File: src/rtl/barrier_tracker.sv
// rtl/barrier_tracker.sv - multi-barrier arrival tracker with generations, timeout and abort
module barrier_tracker #(
    parameter int PARTICIPANTS = 4,
    parameter int BARRIERS     = 2,
    parameter int GEN_W        = 2,
    parameter int TIMEOUT      = 0,
    parameter bit COMB         = 1'b0,
    localparam int BID_W       = (BARRIERS > 1) ? $clog2(BARRIERS) : 1
) (
    input  logic                          clk_i,
    input  logic                          rst_i,
    input  logic                          cfg_valid_i,
    input  logic [BID_W-1:0]              cfg_bar_i,
    input  logic [PARTICIPANTS-1:0]       cfg_mask_i,
    output logic                          cfg_ready_o,
    input  logic [PARTICIPANTS-1:0]       arrive_i,
    input  logic [PARTICIPANTS*BID_W-1:0] arrive_bar_i,
    input  logic [BARRIERS-1:0]           abort_i,
    output logic [BARRIERS-1:0]           release_o,
    output logic [BARRIERS*GEN_W-1:0]     gen_o,
    output logic [BARRIERS-1:0]           timeout_o,
    output logic [BARRIERS-1:0]           error_o,
    output logic                          bad_id_o,
    output logic [BARRIERS-1:0]           armed_o
);

    // Timer counts cycles since the first arrival; the arrival cycle itself is cycle 0.
    localparam int TMR_W = (TIMEOUT > 1) ? $clog2(TIMEOUT + 1) : 1;
    localparam logic [TMR_W-1:0] TMR_LAST = (TIMEOUT > 0) ? TMR_W'(TIMEOUT - 1) : '0;

    logic [BARRIERS-1:0][PARTICIPANTS-1:0] r_mask;
    logic [BARRIERS-1:0][PARTICIPANTS-1:0] r_arrived;
    logic [BARRIERS-1:0][GEN_W-1:0]        r_gen;
    logic [BARRIERS-1:0][TMR_W-1:0]        r_timer;
    logic [BARRIERS-1:0]                   r_timeout;
    logic [BARRIERS-1:0]                   r_error;
    logic                                  r_bad_id;

    logic [BARRIERS-1:0][PARTICIPANTS-1:0] w_hit;
    logic [BARRIERS-1:0][PARTICIPANTS-1:0] w_legal;
    logic [BARRIERS-1:0]                   w_illegal;
    logic [BARRIERS-1:0]                   w_complete;
    logic [BARRIERS-1:0]                   w_timeout;
    logic [BARRIERS-1:0]                   w_cfg_sel;
    logic [BARRIERS-1:0]                   w_busy;
    logic                                  w_bad_id;
    logic                                  w_cfg_take;

    // Route each participant's arrival to its target barrier, flag out-of-range ids.
    always_comb begin
        w_hit    = '0;
        w_bad_id = 1'b0;
        for (int p = 0; p < PARTICIPANTS; p++) begin
            if (arrive_i[p]) begin
                if (int'(arrive_bar_i[p*BID_W +: BID_W]) >= BARRIERS) begin
                    w_bad_id = 1'b1;
                end
                for (int b = 0; b < BARRIERS; b++) begin
                    if (arrive_bar_i[p*BID_W +: BID_W] == BID_W'(b)) begin
                        w_hit[b][p] = 1'b1;
                    end
                end
            end
        end
    end

    // Per-barrier classification of arrivals and completion / timeout detection.
    always_comb begin
        w_legal    = '0;
        w_illegal  = '0;
        w_complete = '0;
        w_timeout  = '0;
        w_cfg_sel  = '0;
        w_busy     = '0;
        for (int b = 0; b < BARRIERS; b++) begin
            w_legal[b]    = w_hit[b] & r_mask[b] & ~r_arrived[b];
            w_illegal[b]  = |(w_hit[b] & ~(r_mask[b] & ~r_arrived[b]));
            w_busy[b]     = |r_arrived[b];
            // Abort dominates everything, so it also suppresses completion here.
            w_complete[b] = (|r_mask[b])
                          && (((r_arrived[b] | w_legal[b]) & r_mask[b]) == r_mask[b])
                          && !abort_i[b];
            // Completion wins over a timeout landing in the same cycle.
            w_timeout[b]  = (TIMEOUT > 0) && w_busy[b] && (r_timer[b] >= TMR_LAST)
                          && !w_complete[b] && !abort_i[b];
            w_cfg_sel[b]  = (cfg_bar_i == BID_W'(b));
        end
    end

    // A mask may only change between generations of an in-range barrier.
    assign cfg_ready_o = |(w_cfg_sel & ~w_busy);
    assign w_cfg_take  = cfg_valid_i & cfg_ready_o;

    // Barrier state update and registered event pulses.
    always_ff @(posedge clk_i or posedge rst_i) begin
        if (rst_i) begin
            r_mask    <= '0;
            r_arrived <= '0;
            r_gen     <= '0;
            r_timer   <= '0;
            r_timeout <= '0;
            r_error   <= '0;
            r_bad_id  <= 1'b0;
        end else begin
            for (int b = 0; b < BARRIERS; b++) begin
                if (abort_i[b] || w_complete[b] || w_timeout[b]) begin
                    r_arrived[b] <= '0;
                    r_timer[b]   <= '0;
                end else begin
                    r_arrived[b] <= r_arrived[b] | w_legal[b];
                    if ((TIMEOUT > 0) && (|(r_arrived[b] | w_legal[b]))) begin
                        r_timer[b] <= r_timer[b] + TMR_W'(1);
                    end
                end
                if (w_cfg_take && w_cfg_sel[b]) begin
                    r_mask[b]  <= cfg_mask_i;
                    r_gen[b]   <= '0;
                    r_timer[b] <= '0;
                end else if (w_complete[b]) begin
                    r_gen[b] <= r_gen[b] + GEN_W'(1);
                end
            end
            r_timeout <= w_timeout;
            r_error   <= w_illegal & ~abort_i;
            r_bad_id  <= w_bad_id;
        end
    end

    generate
        if (COMB) begin : g_rel_comb
            assign release_o = w_complete;
        end else begin : g_rel_reg
            logic [BARRIERS-1:0] r_release;
            // Release one cycle after the completing arrivals.
            always_ff @(posedge clk_i or posedge rst_i) begin
                if (rst_i) begin
                    r_release <= '0;
                end else begin
                    r_release <= w_complete;
                end
            end
            assign release_o = r_release;
        end
    endgenerate

    assign gen_o     = r_gen;
    assign timeout_o = r_timeout;
    assign error_o   = r_error;
    assign bad_id_o  = r_bad_id;

    // A barrier is armed whenever it holds a nonzero participant mask.
    always_comb begin
        armed_o = '0;
        for (int b = 0; b < BARRIERS; b++) begin
            armed_o[b] = |r_mask[b];
        end
    end

endmodule

File: config.mk
export PLATFORM = sky130hd
export DESIGN_NAME = barrier_tracker
export DESIGN_NICKNAME = d
export VERILOG_FILES = /design/src/rtl/barrier_tracker.sv
export SDC_FILE = /design/constraint.sdc
export NUM_CORES = 1
export LEC_CHECK = 0
export CORE_ASPECT_RATIO = 0.9
export CORE_MARGIN = 1.5
export CORE_UTILIZATION = 47
export DETAILED_ROUTE_END_ITERATION = 10
export PLACE_DENSITY = 0.9
export SYNTH_ARGS = -nofsm -noshare
export SYNTH_HDL_FRONTEND = slang
export SYNTH_SLANG_ARGS = --single-unit
export TNS_END_PERCENT = 50
File: constraint.sdc
create_clock -name clk_i -period 2 [get_ports clk_i]
set_input_delay 0.4 -clock clk_i [delete_from_list [all_inputs] [get_ports clk_i]]
set_output_delay 0.4 -clock clk_i [all_outputs]
set_load 0.02 [all_outputs]
==> metrics.csv, run 1 <==
stage,metric,value,unit
finish,FF+latch area,601,µm²
finish,Final Util,74.9,%
flow_run,maximum capacitance violations,0,
critical_path,worst endpoint required time,1600,ps
clock_tree,Max Root-Sink Buffers,2,
finish,area occupied by multi-input gates,559,µm²
floorplanning,die area,2810,µm²
global_route,global-route wire length before repair,4.95,mm
routing,initial DRC count,24,
clock_tree,CTS Buf Count,3,
yosys,"top cells by area, synth","dfrtp_1 (51%), mux2_2 (8.6%), nor2b_1 (6.4%)",
placement,Setup WS pre-CTS,-169,ps
critical_path,Setup CP Type,register to output pin,
floorplanning,DIE WIDTH,55.7,µm
global_route,GR Util All Layers,23.4,%
routing,DRC viols,0,
timing,crit share post-route,95.6,%
critical_path,Worst Reg2Reg Path Length in Cells,5,
yosys,Gate Count Post-Synth,110,
yosys,Syn Std Cell Area,1180,µm²
yosys,"Seq/Total Area, Yosys",51.1,%
clock_tree,cts hold-fix bufs,0,
yosys,YS warnings,0,
clock_tree,Root Driver,clkbuf_4,
timing,Final Slew Violations,0,
global_route,vias in the first global route,1044,
routing,via count,1061,
timing,final hold vios,0,
floorplanning,Core ar.,2260,µm²
critical_path,critical path arrival,1510,ps
routing,DRT Pass-1 Iters,4,
pwr,VDD IR max,0.000989,V
yosys,Netlist cell types,29,
global_route,largest net degree at the start of global routing,22,
pwr,Power Density,1300,nW/µm²
yosys,Post-synth EDFFs,0,
yosys,Post-synth ARST share,100,%
timing,fmax,523,MHz
clock_tree,CTS sink count,24,
critical_path,crit end category,output pin,
floorplanning,Die H,50.5,µm
global_route,GR Overflow Total,0,
critical_path,R2R Path End,r_mask[7],
pwr,P_leak,0.782,nW
routing,Vias/cell,5.61,
yosys,"count leader, synth",dfrtp_1,
finish,layout cell share with drive strength beyond 1,27.8,%
worst_hold_path,min-delay worst type,input pin to async pin,
placement,DP HPWL,2.26,mm
timing,Final min period,1910,ps
floorplanning,Initial Util,52.0,%
floorplanning,site row count,16,
yosys,Yosys reg bits,24,
clock_tree,"CTS clk-pin slew, worst paths",130,ps
clock_tree,worst skew pair latency,320,ps
routing,Post-DRT Antenna Nets,0,
yosys,largest area contributor in the netlist,dfrtp_1,
timing,PnR worst setup slack,87.8,ps
finish,n_diodes,0,
critical_path,Critical R2R Launch,r_arrived[6],
yosys,Post-synth top cells,"dfrtp_1 (24), nor2b_1 (12), mux2_2 (9), a21oi_1 (8), nor2_1 (7)",
clock_tree,Max H-tree Level,1,
run_status,status,"finished, final reports clean",
clock_tree,CTS tree,done,
finish,Final #Nets,181,
routing,Post-Route WL,2.94,mm
yosys,Mapped Avg Cell Area,10.7,µm²
yosys,Yosys top cell area share,51.1,%
placement,gpl congestion,0.805,
placement,# port buffers,28,
timing,Final Skew,3.50,ps
timing,RSZ-0062 raised after global routing,no,
global_route,initial antenna violation count,0,
finish,Fillers,155,
yosys,Synth Flop Type,dfrtp_1,
routing,drt wl/cell,15.6,µm
critical_path,Reg2Reg Setup Slack,220,ps
finish,Area Overhead vs Synth,44.1,%
floorplanning,IO Count,32,
critical_path,worst-path fanout max,2,
critical_path,CP startpoint kind,register,
timing,Setup-failing EPs final,0,
-- worst max-delay path by stage --
stage / startpoint / to
after detailed placement: cfg_bar_i / cfg_ready_o
after floorplan: r_mask[0] / r_arrived[0]
after global routing: r_mask[4] / armed_o[1]
after CTS: r_arrived[7] / cfg_ready_o
after global placement: cfg_bar_i / cfg_ready_o
final: r_arrived[6] / cfg_ready_o
-- power by group --
group / leakage [nW] / internal (mW) / total (mW) / switching [mW]
registers: 0.309 / 0.650 / 0.787 / 0.137
logic: 0.445 / 0.574 / 1.07 / 0.492
clock network: 0.0279 / 0.203 / 0.351 / 0.148
total: 0.782 / 1.43 / 2.20 / 0.777
-- cells by family after synthesis --
logic type	count (synthesis)	synth area share [%]
flops	24	51.1
other cells	1	0.319
buf+inv	8	3.62
compound gates	22	12.6
simple gates	43	21.2
mux	12	11.3
-- flip-flops by register name, indices dropped and copies added, names as in the netlist --
signal,flops
r_arrived,8
r_mask,8
gen_o,4
error_o,2
release_o,2
-- placed cells by master, fill, tap and decap left out, types with 2 or more instances in the layout --
cell / count
a21o_2: 2
a21oi_1: 8
a22oi_1: 2
a31oi_1: 4
buf_4: 22
clkbuf_4: 3
clkdlybuf4s50_1: 25
conb_1: 3
dfrtp_1: 24
inv_1: 4
mux2_2: 9
mux2i_1: 2
nand2_1: 6
nand2b_1: 6
nand3_1: 2
nand3b_1: 2
nor2_1: 7
nor2b_1: 12
nor4_2: 3
o22ai_1: 2
-- layer usage --
| metal | track usage, % | up-vias | wire, µm | part of all wire (%) |
|---|---|---|---|---|
| met4 | 6.50 | 0 | 40 | 1.4 |
| li1 | - | 493 | - | - |
| met2 | 42.5 | 52 | 1530 | 52 |
| met3 | 4.12 | 6 | 180 | 6.1 |
| met1 | 28.6 | 510 | 1190 | 40 |
| met5 | 0 | - | 0 | 0 |
-- worst max-delay path: stages, from the launching register on --
cell	delay [ps]
dfrtp_1	420
nor4_2	320
buf_4	160
mux2_2	140
buf_2	160
-- what timing repair did --
item,CTS,global route
endpoints found under the setup margin,3,2
setup buffers,0,2
hold endpoints to repair,0,0
gates resized for setup,8,3
pin swaps,1,1
-- stage by stage --
stage | power, mW | cells | TNS [ps] | hold WS (ps) | area, µm²
3_3_place_gp | 1.76 | 183 | -185 | 509 | 1620
2_1_floorplan | 1.34 | 112 | 0 | 415 | 1180
5_1_grt | 2.34 | 189 | 0 | 281 | 1700
3_5_place_dp | 1.82 | 183 | -169 | 524 | 1620
4_1_cts | 2.18 | 187 | -22.2 | 234 | 1690
6_report | 2.20 | 189 | 0 | 232 | 1700
-- final cells by class --
type	count	area share, %
clock inverters	1	1.77
inverters	4	0.886
clock buffers	3	1.33
well taps	27	1.99
repair buffers	50	25.6
flip-flops and latches	24	35.4
multi-input cells	80	33.0
(Power assumes the default switching activity.)
==> run 2, diff against run 1 <==
--- a/config.mk
+++ b/config.mk
@@ -5,9 +5,11 @@
 export SDC_FILE = /design/constraint.sdc
 export NUM_CORES = 1
 export LEC_CHECK = 0
-export CORE_ASPECT_RATIO = 0.9
+export CELL_PAD_IN_SITES_DETAIL_PLACEMENT = 1
+export CELL_PAD_IN_SITES_GLOBAL_PLACEMENT = 2
+export CORE_ASPECT_RATIO = 2
 export CORE_MARGIN = 1.5
-export CORE_UTILIZATION = 47
+export CORE_UTILIZATION = 29
 export DETAILED_ROUTE_END_ITERATION = 10
 export PLACE_DENSITY = 0.9
 export SYNTH_ARGS = -nofsm -noshare
==> constraint.sdc (replaced) <==
create_clock -name clk_i -period 2.13 [get_ports clk_i]
set_input_delay 0.426 -clock clk_i [delete_from_list [all_inputs] [get_ports clk_i]]
set_output_delay 0.426 -clock clk_i [all_outputs]
set_load 0.02 [all_outputs]
==> run 2 against run 1 <==
Effect of this change:
- clock skew rose by 5.1 ps
- critical path depth down 1
- cell count grew 3.7%
- routed wire length grew 8.2%
- sequential cell count unchanged
- clock power down 26%
- first-iteration DRC count fell by 29%
==> metrics.csv, run 2 (synthesis gave the netlist of run 1 again) <==
stage,metric,value,unit,change
critical_path,critical path arrival,1600,ps,+90 ps
flow_run,maximum capacitance violations,0,,unchanged
routing,WL met1,1.07,mm,-10%
critical_path,worst-path fanout max,2,,unchanged
routing,Post-Route WL,3.18,mm,+8.2%
critical_path,CP startpoint kind,input pin,,
timing,setup tns final,0,ps,unchanged
routing,met2 WL,1.91,mm,+25%
floorplanning,IO Count,32,,unchanged
placement,# port buffers,28,,unchanged
clock_tree,Max H-tree Level,1,,unchanged
floorplanning,die area,4470,µm²,+59%
finish,Final #Nets,165,,-8.8%
pwr,clock share of power,13.9,%,-2.0 points
clock_tree,CTS sink count,24,,unchanged
finish,Area Overhead vs Synth,36.0,%,
pwr,Comb power frac,45.2,%,-3.1 points
routing,DRT Pass-1 Iters,4,,unchanged
pwr,P_leak,0.699,nW,-11%
clock_tree,cts hold-fix bufs,0,,unchanged
clock_tree,"CTS clk-pin slew, worst paths",80,ps,-50 ps
global_route,vias in the first global route,1147,,+9.9%
clock_tree,CTS Buf Count,3,,unchanged
critical_path,slowest CP cell,clkdlybuf4s50_1,,
routing,initial DRC count,17,,-29%
timing,fmax,494,MHz,
timing,final hold vios,0,,unchanged
routing,drt wl/cell,16.2,µm,+4.3%
placement,gpl congestion,0.782,,-2.9%
finish,"leading cell types in the layout, fill and taps excluded","clkdlybuf4s50_1 (25), dfrtp_1 (24), nor2b_1 (12)",,
pwr,switching pwr,0.699,mW,-10%
finish,layout cell share with drive strength beyond 1,17.2,%,-11 points
critical_path,CP bufs+invs,2,,unchanged
critical_path,crit end category,output pin,,
global_route,GR Util All Layers,15.7,%,-7.6 points
pwr,switching part of the total power,37.2,%,+2.0 points
placement,DP HPWL,2.63,mm,+16%
timing,crit share post-route,95.0,%,
routing,top layer in use,met4,,
pwr,sequential share of power,40.9,%,+5.2 points
floorplanning,Core ar.,3880,µm²,+72%
global_route,largest net degree at the start of global routing,25,,+14%
pwr,VDD IR max,0.000458,V,-54%
pwr,internal cell power,1.18,mW,-17%
finish,Fillers,457,,+190%
global_route,global-route wire length before repair,5.02,mm,+1.4%
clock_tree,Max Root-Sink Buffers,2,,unchanged
timing,Setup-failing EPs final,0,,unchanged
timing,Final Skew,8.59,ps,+5.09 ps
run_status,status,"finished, final reports clean",,
critical_path,crit path cell chain,clkdlybuf4s50_1 -> mux2_2 -> dlygate4sd2_1,,
finish,n_diodes,0,,unchanged
critical_path,Setup CP Type,input pin to output pin,,
pwr,total power,1.88,mW,-15%
pwr,Power Density,1170,nW/µm²,-9.7%
floorplanning,Initial Util,30.3,%,-22 points
global_route,GR Overflow Total,0,,unchanged
timing,RSZ-0062 raised after global routing,no,,
placement,Setup WS pre-CTS,-93.4,ps,+76.1 ps
routing,Vias/cell,5.03,,-10%
critical_path,crit-path leading delay family,buffers and inverters,,
routing,met3 WL,117,µm,-35%
timing,Final Slew Violations,0,,unchanged
clock_tree,Root Driver,clkbuf_8,,
worst_hold_path,min-delay worst type,input pin to async pin,,
routing,Post-DRT Antenna Nets,0,,unchanged
timing,Worst Hold Margin,503,ps,+270 ps
placement,Placed Instance Area,1550,µm²,-4.6%
critical_path,worst endpoint required time,1700,ps,+100 ps
floorplanning,Die H,93.1,µm,+84%
finish,"commonest non-fill, non-tap cell in the layout",clkdlybuf4s50_1,,
floorplanning,DIE WIDTH,48.0,µm,-14%
routing,DRC viols,0,,unchanged
timing,Final min period,2020,ps,
critical_path,CP max stage delay,490,ps,+70 ps
clock_tree,postcts setup bufs,0,,unchanged
clock_tree,CTS tree,done,,
finish,post-layout instance area,1600,µm²,-5.7%
clock_tree,worst skew pair latency,270,ps,-50 ps
floorplanning,site row count,32,,+16
global_route,initial antenna violation count,0,,unchanged
timing,PnR worst setup slack,107,ps,+19.0 ps
routing,via count,986,,-7.1%
==> run 2: cell types whose count changed in the layout (fill, tap and decap cells not counted), sizes merged <==
cell and delta:
dlygate4sd2 +1, dlymetal6s2s +1, bufinv -1, buf -17, clkbuf -1
==> run 2: cell type report <==
class                   count  area (µm²)  area share, %
well taps                  51        63.8           3.99
multi-input cells          80         553           34.6
repair buffers             34         325           20.3
flip-flops and latches     24         601           37.6
inverters                   4        15.0          0.939
clock buffers               3        41.3           2.58
==> run 2: worst paths after layout <==
path	from	endpoint	slack, ps	depth (start not counted)
hold reg to reg	r_arrived[7]	r_arrived[7]	540	2
min in group clk_i	r_arrived[7]	r_arrived[7]	540	2
hold / removal	rst_i	r_arrived[6]	500	3
setup / recovery	cfg_bar_i	cfg_ready_o	110	3
setup reg to reg	r_mask[6]	gen_o[3]	410	6
max in group asynchronous	rst_i	r_arrived[3]	1390	3
==> run 2: timing repair <==
action | in CTS | in global routing
resized for setup | 4 | 1
endpoints found under the hold margin | 0 | 0
endpoints found under the setup margin | 3 | 1
==> run 2: power by group through the flow <==
stage / logic (mW) / registers (mW) / clock network [mW]
4_1_cts: 0.862 / 0.766 / 0.269
6_report: 0.849 / 0.768 / 0.261
5_1_grt: 0.924 / 0.792 / 0.291
2_1_floorplan: 0.470 / 0.784 / 0
3_5_place_dp: 0.863 / 0.765 / 0
3_3_place_gp: 0.822 / 0.757 / 0
==> run 2: per-stage QoR <==
stage / util (%) / cells
final: 41.2 / 196
after global routing: 41.2 / 196
after CTS: 41.1 / 196
after detailed placement: 39.8 / 193
after global placement: 39.8 / 193
after floorplan: - / 112
==> run 2: layer usage <==
metal,GRT usage [%],up-vias
li1,-,455
met1,14.0,494
met2,30.2,28
met3,3.09,9
met4,6.53,0
met5,0,-
==> run 2: worst min-delay path: cells and delay by family <==
kind	cells	cell delay, ps
buffers and inverters	3	730
==> run 3, diff against run 2 <==
--- a/config.mk
+++ b/config.mk
@@ -5,6 +5,7 @@
 export SDC_FILE = /design/constraint.sdc
 export NUM_CORES = 1
 export LEC_CHECK = 0
+export CAP_MARGIN = 10
 export CELL_PAD_IN_SITES_DETAIL_PLACEMENT = 1
 export CELL_PAD_IN_SITES_GLOBAL_PLACEMENT = 2
 export CORE_ASPECT_RATIO = 2
==> results of run 3 <==
Final layout, timing and power as in run 2 (identical DEF).
